### src/rtl/if_stage_pkg.sv
// Shared definitions for the P5 fetch stage: PC-source encodings, reset PC, nop word
// and small address helpers used by the next-PC logic.
package if_stage_pkg;

   localparam logic [31:0] PC_RESET_DEFAULT = 32'h0000_3000;
   localparam logic [31:0] NOP_WORD         = 32'h0000_0000;

   typedef enum logic [1:0] {
      NPC_ADD4   = 2'd0,
      NPC_J      = 2'd1,
      NPC_JR     = 2'd2,
      NPC_BRANCH = 2'd3
   } pcsrc_e;

   function automatic logic [31:0] branch_offset(input logic [15:0] imm);
      return {{14{imm[15]}}, imm, 2'b00};
   endfunction

   function automatic logic [31:0] jump_target(input logic [31:0] pc, input logic [25:0] idx);
      return {pc[31:28], idx, 2'b00};
   endfunction

endpackage

### src/rtl/if_stage_npc_calc.sv
// Combinational next-PC selection from the D-stage control and compare result.
module npc_calc
   import if_stage_pkg::*;
(
   input  logic [31:0] pc_f_i,
   input  logic [31:0] pc_d_i,
   input  logic [25:0] instr_idx_i,
   input  logic [1:0]  pcsrc_i,
   input  logic        npcsrc_i,
   input  logic        br_taken_i,
   input  logic [31:0] rs_val_i,
   output logic [31:0] npc_o
);

   pcsrc_e      sel;
   logic [31:0] seq_pc;

   assign sel    = pcsrc_e'(pcsrc_i);
   assign seq_pc = pc_f_i + 32'd4;

   // Mismatched PCsrc/NPCsrc pairs fall back to sequential fetch.
   always_comb begin
      npc_o = seq_pc;
      unique case (sel)
         NPC_ADD4:   npc_o = seq_pc;
         NPC_J:      if (npcsrc_i) npc_o = jump_target(pc_d_i, instr_idx_i);
         NPC_JR:     npc_o = rs_val_i;
         NPC_BRANCH: if (!npcsrc_i && br_taken_i)
                        npc_o = pc_d_i + 32'd4 + branch_offset(instr_idx_i[15:0]);
         default:    npc_o = seq_pc;
      endcase
   end

endmodule

### src/rtl/if_stage.sv
// Fetch stage: PC_F register, instruction-memory addressing and the IF/ID pipeline register.
module if_stage
   import if_stage_pkg::*;
#(
   parameter logic [31:0] PC_RESET = PC_RESET_DEFAULT,
   parameter int unsigned IM_AW    = 10
) (
   input  logic             clk,
   input  logic             reset,
   input  logic             stall,
   input  logic             flush,
   input  logic [31:0]      im_instr,
   output logic [IM_AW-1:0] im_addr,
   output logic [31:0]      pc_f,
   input  logic [1:0]       pcsrc_d,
   input  logic             npcsrc_d,
   input  logic             br_taken_d,
   input  logic [31:0]      rs_val_d,
   output logic [31:0]      instr_d,
   output logic [31:0]      pc_d,
   output logic [31:0]      pc8_d
);

   logic [31:0] pcf_q,  pcf_d;
   logic [31:0] ir_q,   ir_d;
   logic [31:0] pcd_q,  pcd_d;
   logic [31:0] link_q, link_d;
   logic [31:0] npc;
   logic [29:0] word_off;
   logic        in_range;
   logic [31:0] fetch_word;

   npc_calc u_npc_calc (
      .pc_f_i      (pcf_q),
      .pc_d_i      (pcd_q),
      .instr_idx_i (ir_q[25:0]),
      .pcsrc_i     (pcsrc_d),
      .npcsrc_i    (npcsrc_d),
      .br_taken_i  (br_taken_d),
      .rs_val_i    (rs_val_d),
      .npc_o       (npc)
   );

   // Below-base PCs wrap to a huge word offset, so one upper-bits test covers both ends.
   assign word_off   = 30'((pcf_q - PC_RESET) >> 2);
   assign im_addr    = word_off[IM_AW-1:0];
   assign in_range   = ((word_off >> IM_AW) == 30'd0);
   assign fetch_word = in_range ? im_instr : NOP_WORD;

   always_comb begin
      pcf_d  = pcf_q;
      ir_d   = ir_q;
      pcd_d  = pcd_q;
      link_d = link_q;
      if (!stall) begin
         pcf_d  = npc;
         ir_d   = flush ? NOP_WORD : fetch_word;
         pcd_d  = pcf_q;
         link_d = pcf_q + 32'd8;
      end
   end

   always_ff @(posedge clk or negedge reset) begin
      if (!reset) begin
         pcf_q  <= PC_RESET;
         ir_q   <= NOP_WORD;
         pcd_q  <= PC_RESET;
         link_q <= PC_RESET + 32'd8;
      end else begin
         pcf_q  <= pcf_d;
         ir_q   <= ir_d;
         pcd_q  <= pcd_d;
         link_q <= link_d;
      end
   end

   assign pc_f    = pcf_q;
   assign instr_d = ir_q;
   assign pc_d    = pcd_q;
   assign pc8_d   = link_q;

endmodule

### config.mk
export PLATFORM = sky130hd
export DESIGN_NAME = if_stage
export DESIGN_NICKNAME = d
export VERILOG_FILES = /design/src/rtl/if_stage_pkg.sv /design/src/rtl/if_stage_npc_calc.sv /design/src/rtl/if_stage.sv
export SDC_FILE = /design/constraint.sdc
export NUM_CORES = 1
export LEC_CHECK = 0
export ABC_CLOCK_PERIOD_IN_PS = 2800
export BUFFER_PORTS_ARGS = -buffer_cell sky130_fd_sc_hd__buf_4
export CAP_MARGIN = 30
export CORE_UTILIZATION = 50
export DETAILED_ROUTE_END_ITERATION = 6
export PLACE_DENSITY = 0.78
export SETUP_SLACK_MARGIN = 0.3
export SKIP_LAST_GASP = 1
export SYNTH_ARGS = -nofsm -noshare
export SYNTH_HDL_FRONTEND = slang
export SYNTH_SLANG_ARGS = --single-unit
### constraint.sdc
create_clock -name clk -period 2.8 [get_ports clk]
set_input_delay 0.42 -clock clk [delete_from_list [all_inputs] [get_ports clk]]
set_output_delay 0.42 -clock clk [all_outputs]
set_load 0.01 [all_outputs]
After elaboration in Yosys (flattened, before gate mapping)
Cells that the tools add are included.
{"block": "word_totals", "regBits": 128, "out_inout_bits": 138}
{"block": "op_classes", "add_sub_neg": 5, "n_eq_ne": 3, "n_mux": 5, "reduce_logical": 4}
{"cell": "32-bit 2-to-1 mux", "count": 4}
{"cell": "32-bit one-hot mux with 4 select lines", "count": 1}
{"cell": "32-bit by 3-bit adder with 32-bit output (second input constant)", "count": 2}
{"cell": "32-bit adder", "count": 1}
{"cell": "32-bit by 4-bit adder with 32-bit output (second input constant)", "count": 1}
{"cell": "32-bit by 14-bit subtractor with 32-bit output (second input constant)", "count": 1}
{"cell": "30-bit logical NOT", "count": 1}
{"cell": "2-bit == test (second input constant)", "count": 2}
{"cell": "2-bit by 1-bit == test with 1-bit output (second input constant)", "count": 1}
{"cell": "2-bit logical NOT", "count": 1}
{"cell": "1-bit logical AND", "count": 1}
{"cell": "1-bit logical NOT", "count": 1}

Depth between registers and ports, before layout
Gate-level depths: netlist (run 1).
{"block": "depth", "word_depth": 4, "depth_mapped": 14, "ltp_nobuf": 14}

By module
A second synthesis (run 1) with hierarchy kept.
{"block": "hier_totals", "hier_cells": 939, "area_unflattened_um2": 8884.8}
{"mod": "if_stage", "instances": 1, "cells_per_inst": 435, "area_per_inst_um2": 5467.7, "seq_area_each_um2": 3136.8}
{"mod": "npc_calc", "instances": 1, "cells_per_inst": 504, "area_per_inst_um2": 3417.0, "seq_area_each_um2": 0.0}

Worst setup path before layout (run 1)
Ideal clock, no wire load.
{"block": "synth_timing", "path_type": "register -> register", "start": "register pcd_q[12] (netlist: pc_d[12])", "end": "register pcf_q[30] (netlist: pc_f[30])", "setup_ps": 94, "t_arrival_ps": 2893, "required_ps": 2706, "setup_slack_ps": -186, "stages_incl_launch_ff": 12, "path_buffers": 1, "period_less_slack_ps": 2986, "cell_sequence": "dfstp_2 ha_1 ha_1 buf_6 a21oi_1 a21boi_1 a311oi_2 a31oi_1 o2111a_1 or4_1 o31a_1 a221oi_2"}
{"block": "synth_between", "elab_chain_len": 4}
{"item": "from (decl)", "line_no": "if_stage.sv:26", "source": "logic [31:0] pcd_q, pcd_d;"}
{"item": "from (signal assigned)", "line_no": "if_stage.sv:72", "source": "pcd_q <= pcd_d;"}
{"item": "32-bit by 3-bit adder with 32-bit output", "line_no": "if_stage_npc_calc.sv:29", "source": "npc_o = pc_d_i + 32'd4 + branch_offset(instr_idx_i[15:0]);"}
{"item": "32-bit adder", "line_no": "if_stage_npc_calc.sv:29"}
{"item": "32-bit 2-to-1 mux", "line_no": "if_stage_npc_calc.sv:28", "source": "NPC_BRANCH: if (!npcsrc_i && br_taken_i)"}
{"item": "32-bit one-hot mux with 4 select lines", "line_no": "if_stage_npc_calc.sv:24", "source": "unique case (sel)"}
{"item": "to (signal assigned)", "line_no": "if_stage.sv:70", "source": "pcf_q <= pcf_d;"}
{"item": "to (decl)", "line_no": "if_stage.sv:24", "source": "logic [31:0] pcf_q, pcf_d;"}
No other way between the ends.
A chain may end at the register's enable or synchronous reset.

Worst setup path in the final report (run 1)
{"block": "layout_timing", "start": "register ir_q[1] (netlist: instr_d[1])", "end": "register pcf_q[29] (netlist: pc_f[29])"}
{"block": "layout_between", "elab_chain_len": 3}
{"item": "from (decl)", "line_no": "if_stage.sv:25", "source": "logic [31:0] ir_q, ir_d;"}
{"item": "from (signal assigned)", "line_no": "if_stage.sv:71", "source": "ir_q <= ir_d;"}
{"item": "32-bit adder", "line_no": "if_stage_npc_calc.sv:29"}
{"item": "32-bit 2-to-1 mux", "line_no": "if_stage_npc_calc.sv:28"}
{"item": "32-bit one-hot mux with 4 select lines", "line_no": "if_stage_npc_calc.sv:24"}
No other way between the ends.

==> results of run 1 <==
[stage by stage]
step | TNS (ns) | worst slack [ns]
6_report | -4.171 | -0.3361
5_1_grt | -5.717 | -0.4150
4_1_cts | -1.757 | -0.2493
3_5_place_dp | -1.841 | -0.2561
3_3_place_gp | -1.156 | -0.1972
2_1_floorplan | -0.1992 | -0.06555
[critical path: cells and delay by family, from the launching register on]
kind / cells / cell delay [ns]
flip-flops: 1 / 0.42
adder cells (fa/ha/maj): 3 / 0.65
AO/OA/AOI/OAI: 6 / 1.71
buffers and inverters: 1 / 0.06
AND/OR/NAND/NOR: 1 / 0.06
multiplexers: 1 / 0.13
[repair_timing]
action / 4_1_cts / 5_1_grt
endpoints found under the setup margin: 24 / 25
resized for setup: 72 / 31
pin swaps: 50 / 33
hold buffers: 0 / 0
buffers inserted: 16 / 7
[metal layers]
layer / up-vias / share of wire / wire [microns]
met1: 4583 / 0.41 / 13700
met2: 697 / 0.43 / 14460
met3: 136 / 0.11 / 3692
li1: 4311 / - / -
met4: 0 / 0.043 / 1439
met5: - / 0 / 0
[logic make-up after synthesis]
group,synth area share
fa+ha+maj,0.08516
mux,0.03738
xor+xnor,0.05214
simple gates,0.1824
flops,0.3523
compound gates,0.2331
buf+inv,0.05747
[power breakdown]
| group | switching (mW) | total, mW | internal [mW] |
|---|---|---|---|
| sequential | 0.287 | 2.35 | 2.07 |
| clock | 0.927 | 2.19 | 1.26 |
| combinational | 1.28 | 2.49 | 1.21 |
| total | 2.49 | 7.03 | 4.54 |
[sequential cells by signal (all words and copies together), names as in the netlist]
name,flops
instr_d,32
pc_f,32
pc_d,29
pc8_d,32
[worst paths after layout]
kind                            depth (start not counted)          from          end  slack [ns]
min in group clk                                        2  im_instr[22]  instr_d[22]        0.19
worst max-delay path                                   12    instr_d[1]     pc_f[29]       -0.34
max in group asynchronous                               2         reset    pc8_d[13]        2.09
worst max register to register                         12    instr_d[1]     pc_f[29]       -0.34
worst min register to register                          2     pc8_d[18]    pc8_d[18]        0.49
worst min-delay path                                    1         reset     pc_d[23]       -0.02
[layout make-up]
class / instances / area, sq um
tap: 225 / 281.5
sequential: 125 / 3141
clock inverter: 13 / 131.4
fill: 1275 / 4557
multi-input combinational: 791 / 5976
timing repair buffer: 347 / 2696
inverter: 35 / 131.4
clock buffer: 19 / 442.9
[cells in the final DEF, fill, tap and decap left out, types with 18 or more instances in the layout]
| cell type | n |
|---|---|
| buf_4 | 332 |
| a21o_1 | 18 |
| xnor2_1 | 30 |
| dfrtp_1 | 117 |
| o21ai_0 | 73 |
| a22o_1 | 33 |
| nand2_1 | 134 |
| nor2_1 | 51 |
| nand3_1 | 28 |
| inv_1 | 31 |
| a21oi_1 | 65 |
| ha_4 | 26 |
| ha_1 | 31 |
==> impl_metrics.ini, run 1 <==
[power_and_ir_drop]
p_total_mw = 7.030
leakagePower_nw = 5.990
power_density_nw_per_um2 = 549.2
ir_worst_vdd_uv = 495.1

[clocking]
clock_sinks = 125
root_buffer = clkbuf_16
htreeDepth = 4
cts.path.max_buffers = 2
numCtsBuffers = 17
tritoncts = done
clkSlewWorstSetupHoldPaths_ns = 0.06
clk_latency_ns = 0.43

[sta]
slew_violations = 0
setup_violations = 23
period_minus_slack_ns = 3.136
fmaxAchievable_mhz = 318.9
worst_pin_slew_ns = 0.7527
finalHoldWorstSlack_ns = -0.01719
fin_ws_ns = -0.3361
skew_ns = 0.007644
timing.final.crit_share = 1.120
relSlewSlack = 0.4982
hold_viol = 5
rsz0062_at_grt = true

[floorplan]
dieArea_sq_um = 18350
die_w_microns = 135.4
num_rows = 48
initial_utilization = 0.5130
die_h_microns = 135.4
core_sq_um = 17360
io_pins = 210

[synth]
yosysTopAreaCellShare = 0.3316
synth_seq_cells = 125
yosysMostFrequentCell = nand2_1
avgSynthCellArea_sq_um = 8.611
synth_area_leaders = dfrtp_1 33%, ha_1 8.3%, nand2_1 5.7%
synth_edf_count = 0
netlist_top_cells_count = 135 x nand2_1, 118 x dfrtp_1, 84 x o21ai_0, 72 x a21oi_1, 59 x ha_1
syn_area_sq_um = 8904
async_flop_share = 1.000
ys_types = 76
synth.largest_area_cell = dfrtp_1
synthFlopType = dfrtp_1
synth_nets = 1166
syn-instance-count = 1034
yosysWarnings = 0
ys_seq_area_frac = 0.3523

[global_route]
overflow = 0
top_usage_layer = met2
grt_max_degree = 63
grt.total_usage = 0.3614
gr-usage-met1 = 0.5096
globalRouteMet2Util = 0.5291
antenna_found_initial = 0
first_global_vias = 9111
grt_pass1_wl_microns = 50230
gr-usage-met3 = 0.08305

[layout]
stdcell_count = 1555
postLayoutCoreUtil = 0.7375
finalInstanceArea_sq_um = 12800
num_antenna_cells = 0
area_growth_syn_to_layout_pct = 43.76
final_nets = 1449
layout-drive-gt1-share = 0.3835

[worst_setup_path]
worstSetupPathType = reg -> reg
crit_top_cell = ha_4
cp-start-kind = register
required_ns = 3.12
worstSetupEndpointType = register
cp_max_fo = 2
cpPeakStageDelay_ns = 0.42
path_cells = ha_4, ha_4, inv_2, fa_2, nor2b_2, o31a_1, o311a_1, o211ai_1, a211oi_2, o211a_1, mux2i_1, a221o_1
crit_slowest_cell = dfrtp_1
cp.arrival_ns = 3.46

[route]
via_count = 9727
drt_iter0_drc = 1109
drc_errors = 2
drt-total-wl_microns = 33290
wl_per_cell_microns = 21.41
ant_nets = 0
first_pass_iters = 7
avgViaCountPerCell = 6.255

[outcome]
status = complete, but fails checks
violations = design-rule violations, negative hold slack, negative setup slack

[placed_design]
gp_congestion = 0.9717
place_hpwl_microns = 23470
port_buffers = 209
placed_area_sq_um = 11480
dp.cells = 1500

[flow_run]
max-cap-violations = 0

[min_path]
hold_path_class = in -> async
(Power assumes the default switching activity.)
==> run 2: changes to the inputs <==
--- a/config.mk
+++ b/config.mk
@@ -11,6 +11,7 @@
 export CORE_UTILIZATION = 50
 export DETAILED_ROUTE_END_ITERATION = 6
 export PLACE_DENSITY = 0.78
+export RECOVER_POWER = 50
 export SETUP_SLACK_MARGIN = 0.3
 export SKIP_LAST_GASP = 1
 export SYNTH_ARGS = -nofsm -noshare
==> run 2 against run 1 <==
Net effect: the flow finishes with violations (max-capacitance violations, max-slew violations, negative setup slack); combinational power down 2%; utilization down 0.81 points; via count down 0.26%; die area unchanged; largest cell class unchanged; largest power group unchanged.
==> impl_metrics.ini, run 2 (same netlist as run 1, synthesis figures left out) <==
[global_route]
grt_pass1_wl_microns = 50230
overflow = 0
grt.total_usage = 0.3614
first_global_vias = 9111
antenna_found_initial = 0
grt_max_degree = 63

[sta]
timing.final.crit_share = 1.124
worst_pin_slew_ns = 2.413
fmaxAchievable_mhz = 317.9
relSlewSlack = -0.6087
finalHoldWorstSlack_ns = 0.1955
period_minus_slack_ns = 3.146
slew_violations = 41
skew_ns = 0.006589
setup_violations = 21
rsz0062_at_grt = true
hold_viol = 0
fin_ws_ns = -0.3461

[worst_setup_path]
required_ns = 3.12
cp_max_fo = 2
worstSetupPathType = reg -> reg
cp-start-kind = register
cp.arrival_ns = 3.46
worstSetupEndpointType = register

[clocking]
numCtsBuffers = 17
clk_latency_ns = 0.43
tritoncts = done
htreeDepth = 4
cts.path.max_buffers = 2
clock_sinks = 125
root_buffer = clkbuf_16
clkSlewWorstSetupHoldPaths_ns = 0.06

[layout]
stdcell_count = 1555
final_nets = 1449
final_common_cell = buf_4
layout-drive-gt1-share = 0.3594
num_antenna_cells = 0
layout_common_cells = 301 x buf_4, 134 x nand2_1, 117 x dfrtp_1, 73 x o21ai_0, 65 x a21oi_1
fillers = 1320
finalInstanceArea_sq_um = 12660
area_growth_syn_to_layout_pct = 42.19

[placed_design]
port_buffers = 209
dp.cells = 1500
pre_cts_ws_ns = -0.2561
placed_area_sq_um = 11480
place_hpwl_microns = 23470
gp_congestion = 0.9717

[outcome]
status = complete, but fails checks
violations = max-capacitance violations, max-slew violations, negative setup slack

[power_and_ir_drop]
p_total_mw = 6.964
power_density_nw_per_um2 = 550.1
leakagePower_nw = 5.865
ir_worst_vdd_uv = 494.1

[route]
first_pass_iters = 5
wl_per_cell_microns = 21.43
drt_iter0_drc = 1116
ant_nets = 0
avgViaCountPerCell = 6.239
drt-total-wl_microns = 33320
drc_errors = 0
via_count = 9702

[floorplan]
core_sq_um = 17360
num_rows = 48
initial_utilization = 0.5130
dieArea_sq_um = 18350
io_pins = 210
die_h_microns = 135.4
die_w_microns = 135.4

[min_path]
hold_path_class = in -> reg

[flow_run]
max-cap-violations = 1
==> run 2: worst paths after layout <==
check / start / endpoint / slack [ns] / cells after the start
min in group asynchronous: reset / pc_d[23] / 0.71 / 1
hold reg to reg: pc8_d[18] / pc8_d[18] / 0.49 / 2
setup reg to reg: instr_d[1] / pc_f[29] / -0.35 / 12
hold / removal: im_instr[22] / instr_d[22] / 0.20 / 2
setup / recovery: instr_d[1] / pc_f[29] / -0.35 / 12
max in group asynchronous: reset / pc8_d[9] / 0.27 / 2
==> run 2: area by class of cell <==
class | count | area, sq um | share of cell area
multi-input combinational | 791 | 5976 | 0.4720
timing repair buffer | 347 | 2556 | 0.2019
clock inverter | 13 | 131.4 | 0.01038
tap | 225 | 281.5 | 0.02224
clock buffer | 19 | 442.9 | 0.03499
inverter | 35 | 131.4 | 0.01038
sequential | 125 | 3141 | 0.2481
==> run 2: layer usage <==
metal,vias up,global-route usage,share of wire
li1,4317,-,-
met1,4589,0.5096,0.41
met2,676,0.5291,0.43
met3,120,0.08305,0.11
met5,-,0,0
met4,0,0.1536,0.043
==> run 2: repair_timing <==
action	in CTS	in global routing
endpoints found under the setup margin	24	25
hold buffers	0	0
setup buffers	16	7
pin swaps	50	33
resized for setup	72	31
==> run 2: critical path, stage by stage, from the launching register on <==
cell and delay, ns:
dfrtp_1 0.42, ha_4 0.26, ha_4 0.16, inv_2 0.06, fa_2 0.23, nor2b_2 0.06, o31a_1 0.30, o311a_1 0.38
o211ai_1 0.31, a211oi_2 0.13, o211a_1 0.27, mux2i_1 0.13, a221o_1 0.32
==> run 2: stage by stage <==
stage / util / setup TNS [ns]
2_1_floorplan: - / -0.1992
3_3_place_gp: 0.6614 / -1.156
3_5_place_dp: 0.6614 / -1.841
4_1_cts: 0.7243 / -1.757
5_1_grt: 0.7294 / -21.84
6_report: 0.7294 / -4.141
==> run 2: power by group <==
group	total (mW)	switching [mW]	internal, mW	leakage [nW]
clock network	2.18	0.922	1.26	0.272
logic	2.43	1.28	1.15	4.02
registers	2.35	0.287	2.07	1.58
==> run 3: changes to the inputs <==
--- a/config.mk
+++ b/config.mk
@@ -5,10 +5,11 @@
 export SDC_FILE = /design/constraint.sdc
 export NUM_CORES = 1
 export LEC_CHECK = 0
+export ABC_AREA = 1
 export ABC_CLOCK_PERIOD_IN_PS = 2800
 export BUFFER_PORTS_ARGS = -buffer_cell sky130_fd_sc_hd__buf_4
 export CAP_MARGIN = 30
-export CORE_UTILIZATION = 50
+export CORE_UTILIZATION = 51
 export DETAILED_ROUTE_END_ITERATION = 6
 export PLACE_DENSITY = 0.78
 export RECOVER_POWER = 50
==> run 3 against run 2 <==
Net effect: the flow finishes with violations (max-capacitance violations, max-slew violations); sequential cell count unchanged; sequential share of layout area decreased by 0.25 points; clock skew increased by 0.0034 ns; synthesized area increased by 9.3%; fmax increased by 27%; wire length increased by 20%; largest cell class unchanged; largest power group is now sequential cells.
==> impl_metrics.ini, run 3 <==
[outcome]
status = complete, but fails checks
violations = max-capacitance violations, max-slew violations

[route]
via_count = 11320
ant_nets = 0
drc_errors = 0
first_pass_iters = 5
wl_per_cell_microns = 20.46
drt_iter0_drc = 1046
avgViaCountPerCell = 5.771
drt-total-wl_microns = 40120

[sta]
hold_viol = 0
setup_violations = 0
period_minus_slack_ns = 2.472
final.setup.tns_ns = 0
slew_violations = 73
skew_ns = 0.009956
rsz0062_at_grt = true
fmaxAchievable_mhz = 404.5
relSlewSlack = -0.8153
worst_pin_slew_ns = 2.723
timing.final.crit_share = 0.8828

[floorplan]
core_sq_um = 18710
initial_utilization = 0.5203
dieArea_sq_um = 19640
die_h_microns = 140.1
num_rows = 50
die_w_microns = 140.1
io_pins = 210

[layout]
final_common_cell = nand2_1
fillers = 1714
layout_common_cells = 497 x nand2_1, 219 x buf_4, 215 x inv_1, 114 x dfrtp_1, 99 x o21ai_0
seq_area_sq_um = 3142
area_growth_syn_to_layout_pct = 31.46
num_antenna_cells = 0
layout-drive-gt1-share = 0.2229
final_nets = 1846
multi_input_area_sq_um = 5991

[synth]
netlist_top_cells_count = 515 x nand2_1, 218 x inv_1, 118 x dfrtp_1, 108 x nand3_1, 101 x o21ai_0
synthMuxAreaShare = 0
yosysTopAreaCellShare = 0.3034
synth_nets = 1621
avgSynthCellArea_sq_um = 6.536
synth-xor-area-share = 0.02250
synth_fa_ha_area_frac = 0.07791
yosysMostFrequentCell = nand2_1
synth_edf_count = 0
synth.largest_area_cell = dfrtp_1
synth-simple-area-share = 0.3272
syn_area_sq_um = 9732
yosysWarnings = 0
synth_area_leaders = dfrtp_1 30%, nand2_1 20%, inv_1 8.4%
syn-instance-count = 1489
ys_seq_area_frac = 0.3223
synth_top_family_by_area = simple AND/OR/NAND/NOR gates
synth_compound_area_frac = 0.1340
synth_seq_cells = 125
synthFlopType = dfrtp_1
async_flop_share = 1.000
ys_types = 44

[clocking]
clkSlewWorstSetupHoldPaths_ns = 0.07
cts.path.max_buffers = 2
clock_sinks = 125
htreeDepth = 4
numCtsBuffers = 17
tritoncts = done
cts_hold_buf = 0
root_buffer = clkbuf_16
clk_latency_ns = 0.44

[min_path]
worstHoldEndpoint = instr_d[31]
worstHoldStart = im_instr[31]
hold_depth = 3
hold_path_class = in -> reg

[worst_setup_path]
worstSetupPathType = reg -> reg
r2r_cells = 13
cp.arrival_ns = 2.81
crit_slowest_cell = dfrtp_1
required_ns = 3.13
r2r_slack_ns = 0.33
cp-start-kind = register
cp_top_family = adder cells
worstSetupEndpointType = register
path_cells = ha_1, ha_1, nand2_1, inv_1, nand2_1, nand2_1, inv_1, nand2_1, o21bai_2, o21ai_1, nand3_1, nand2_1, inv_1
worst-path-stages = 13
cp_max_fo = 5
crit_top_cell = nand2_1
crit-reg2reg-launch = instr_d[13]
cpPeakStageDelay_ns = 0.41
cp.buffers_inverters = 3
r2r_end = pc_f[17]

[power_and_ir_drop]
ir_worst_vdd_uv = 448.4
clock_power_share = 0.350
p_total_mw = 6.615
seqPwrFrac = 0.350
p_sw_frac = 0.3682
leakagePower_nw = 6.562
power_switching_mw = 2.436
p_int_mw = 4.179
power_frac_comb = 0.300
power_density_nw_per_um2 = 517.0

[placed_design]
place_hpwl_microns = 30610
port_buffers = 209
gp_congestion = 0.9848

[global_route]
antenna_found_initial = 0
grt_max_degree = 47
grt_pass1_wl_microns = 59510
first_global_vias = 10440
overflow = 0
grt.total_usage = 0.4060

[flow_run]
max-cap-violations = 2
-- run 3: cell count changes in the layout (fill, tap and decap cells not counted), moves of 21 or more --
cell / change
a21oi_1: -33
a22o_1: -30
buf_4: -82
inv_1: +184
nand2_1: +363
nand3_1: +70
nor2_2: +21
o21ai_0: +26
xnor2_1: -25
-- run 3: metal layers --
| metal | up-vias | wire length [microns] | track usage |
|---|---|---|---|
| li1 | 5215 | - | - |
| met2 | 718 | 17870 | 0.6242 |
| met5 | - | 0 | 0 |
| met3 | 143 | 3922 | 0.07761 |
| met1 | 5241 | 15900 | 0.5248 |
| met4 | 0 | 2429 | 0.2614 |
-- run 3: worst max-delay path by stage --
stage | startpoint | end | slack [ns]
after CTS | instr_d[2] | pc_f[24] | 0.30
after detailed placement | pc_d[3] | pc_f[31] | 0.18
after global placement | instr_d[0] | pc_f[31] | 0.13
after floorplan | instr_d[15] | pc_f[29] | 0.51
final | instr_d[13] | pc_f[17] | 0.33
after global routing | reset | pc_f[28] | 0.17
-- run 3: kinds of logic after synthesis --
family,count (synthesis)
xor gates and xnor gates,25
AOI/OAI and AO/OA,226
buffers and inverters,286
and+or+nand+nor,767
DFF,125
adders and majority gates,60
-- run 3: power by group through the flow --
stage	clock, mW	combinational (mW)	sequential, mW
floorplan	0	0.875	2.34
global placement	0	1.81	2.33
CTS	2.30	1.86	2.30
finish	2.32	1.98	2.32
detailed placement	0	1.83	2.33
global route	2.38	2.14	2.33
-- run 3: worst reg2reg max path, stage by stage, from the launching register on --
cell,delay [ns]
dfrtp_1,0.41
ha_1,0.31
ha_1,0.37
nand2_1,0.17
inv_1,0.06
nand2_1,0.06
nand2_1,0.07
inv_1,0.06
nand2_1,0.06
o21bai_2,0.20
o21ai_1,0.29
nand3_1,0.19
nand2_1,0.09
inv_1,0.04
-- run 3: layout make-up --
cell class,instances,share of cell area
clock buffer,18,0.03433
clock inverter,14,0.01252
inverter,226,0.06631
multi-input combinational,1078,0.4683
sequential,125,0.2456
tap,234,0.02289
timing repair buffer,266,0.1501
-- run 3: metrics by stage --
| stage | cells | cell area (sq um) | hold WS, ns | util | setup WS (ns) |
|---|---|---|---|---|---|
| 3_5_place_dp | 1917 | 11700 | 0.4672 | 0.6256 | 0.1770 |
| 2_1_floorplan | 1489 | 9732 | 0.1244 | - | 0.5137 |
| 5_1_grt | 1961 | 12790 | 0.2634 | 0.6839 | 0.1666 |
| 3_3_place_gp | 1917 | 11700 | 0.4581 | 0.6256 | 0.1311 |
| 4_1_cts | 1950 | 12360 | 0.01591 | 0.6607 | 0.3037 |
| 6_report | 1961 | 12790 | 0.2509 | 0.6839 | 0.3281 |
-- run 3: repair_timing --
| item | CTS | global route |
|---|---|---|
| setup endpoints to repair | 12 | 23 |
| resized for setup | 16 | 93 |
| pin swaps | 0 | 24 |
| setup buffers | 1 | 10 |
| cloned | 0 | 1 |
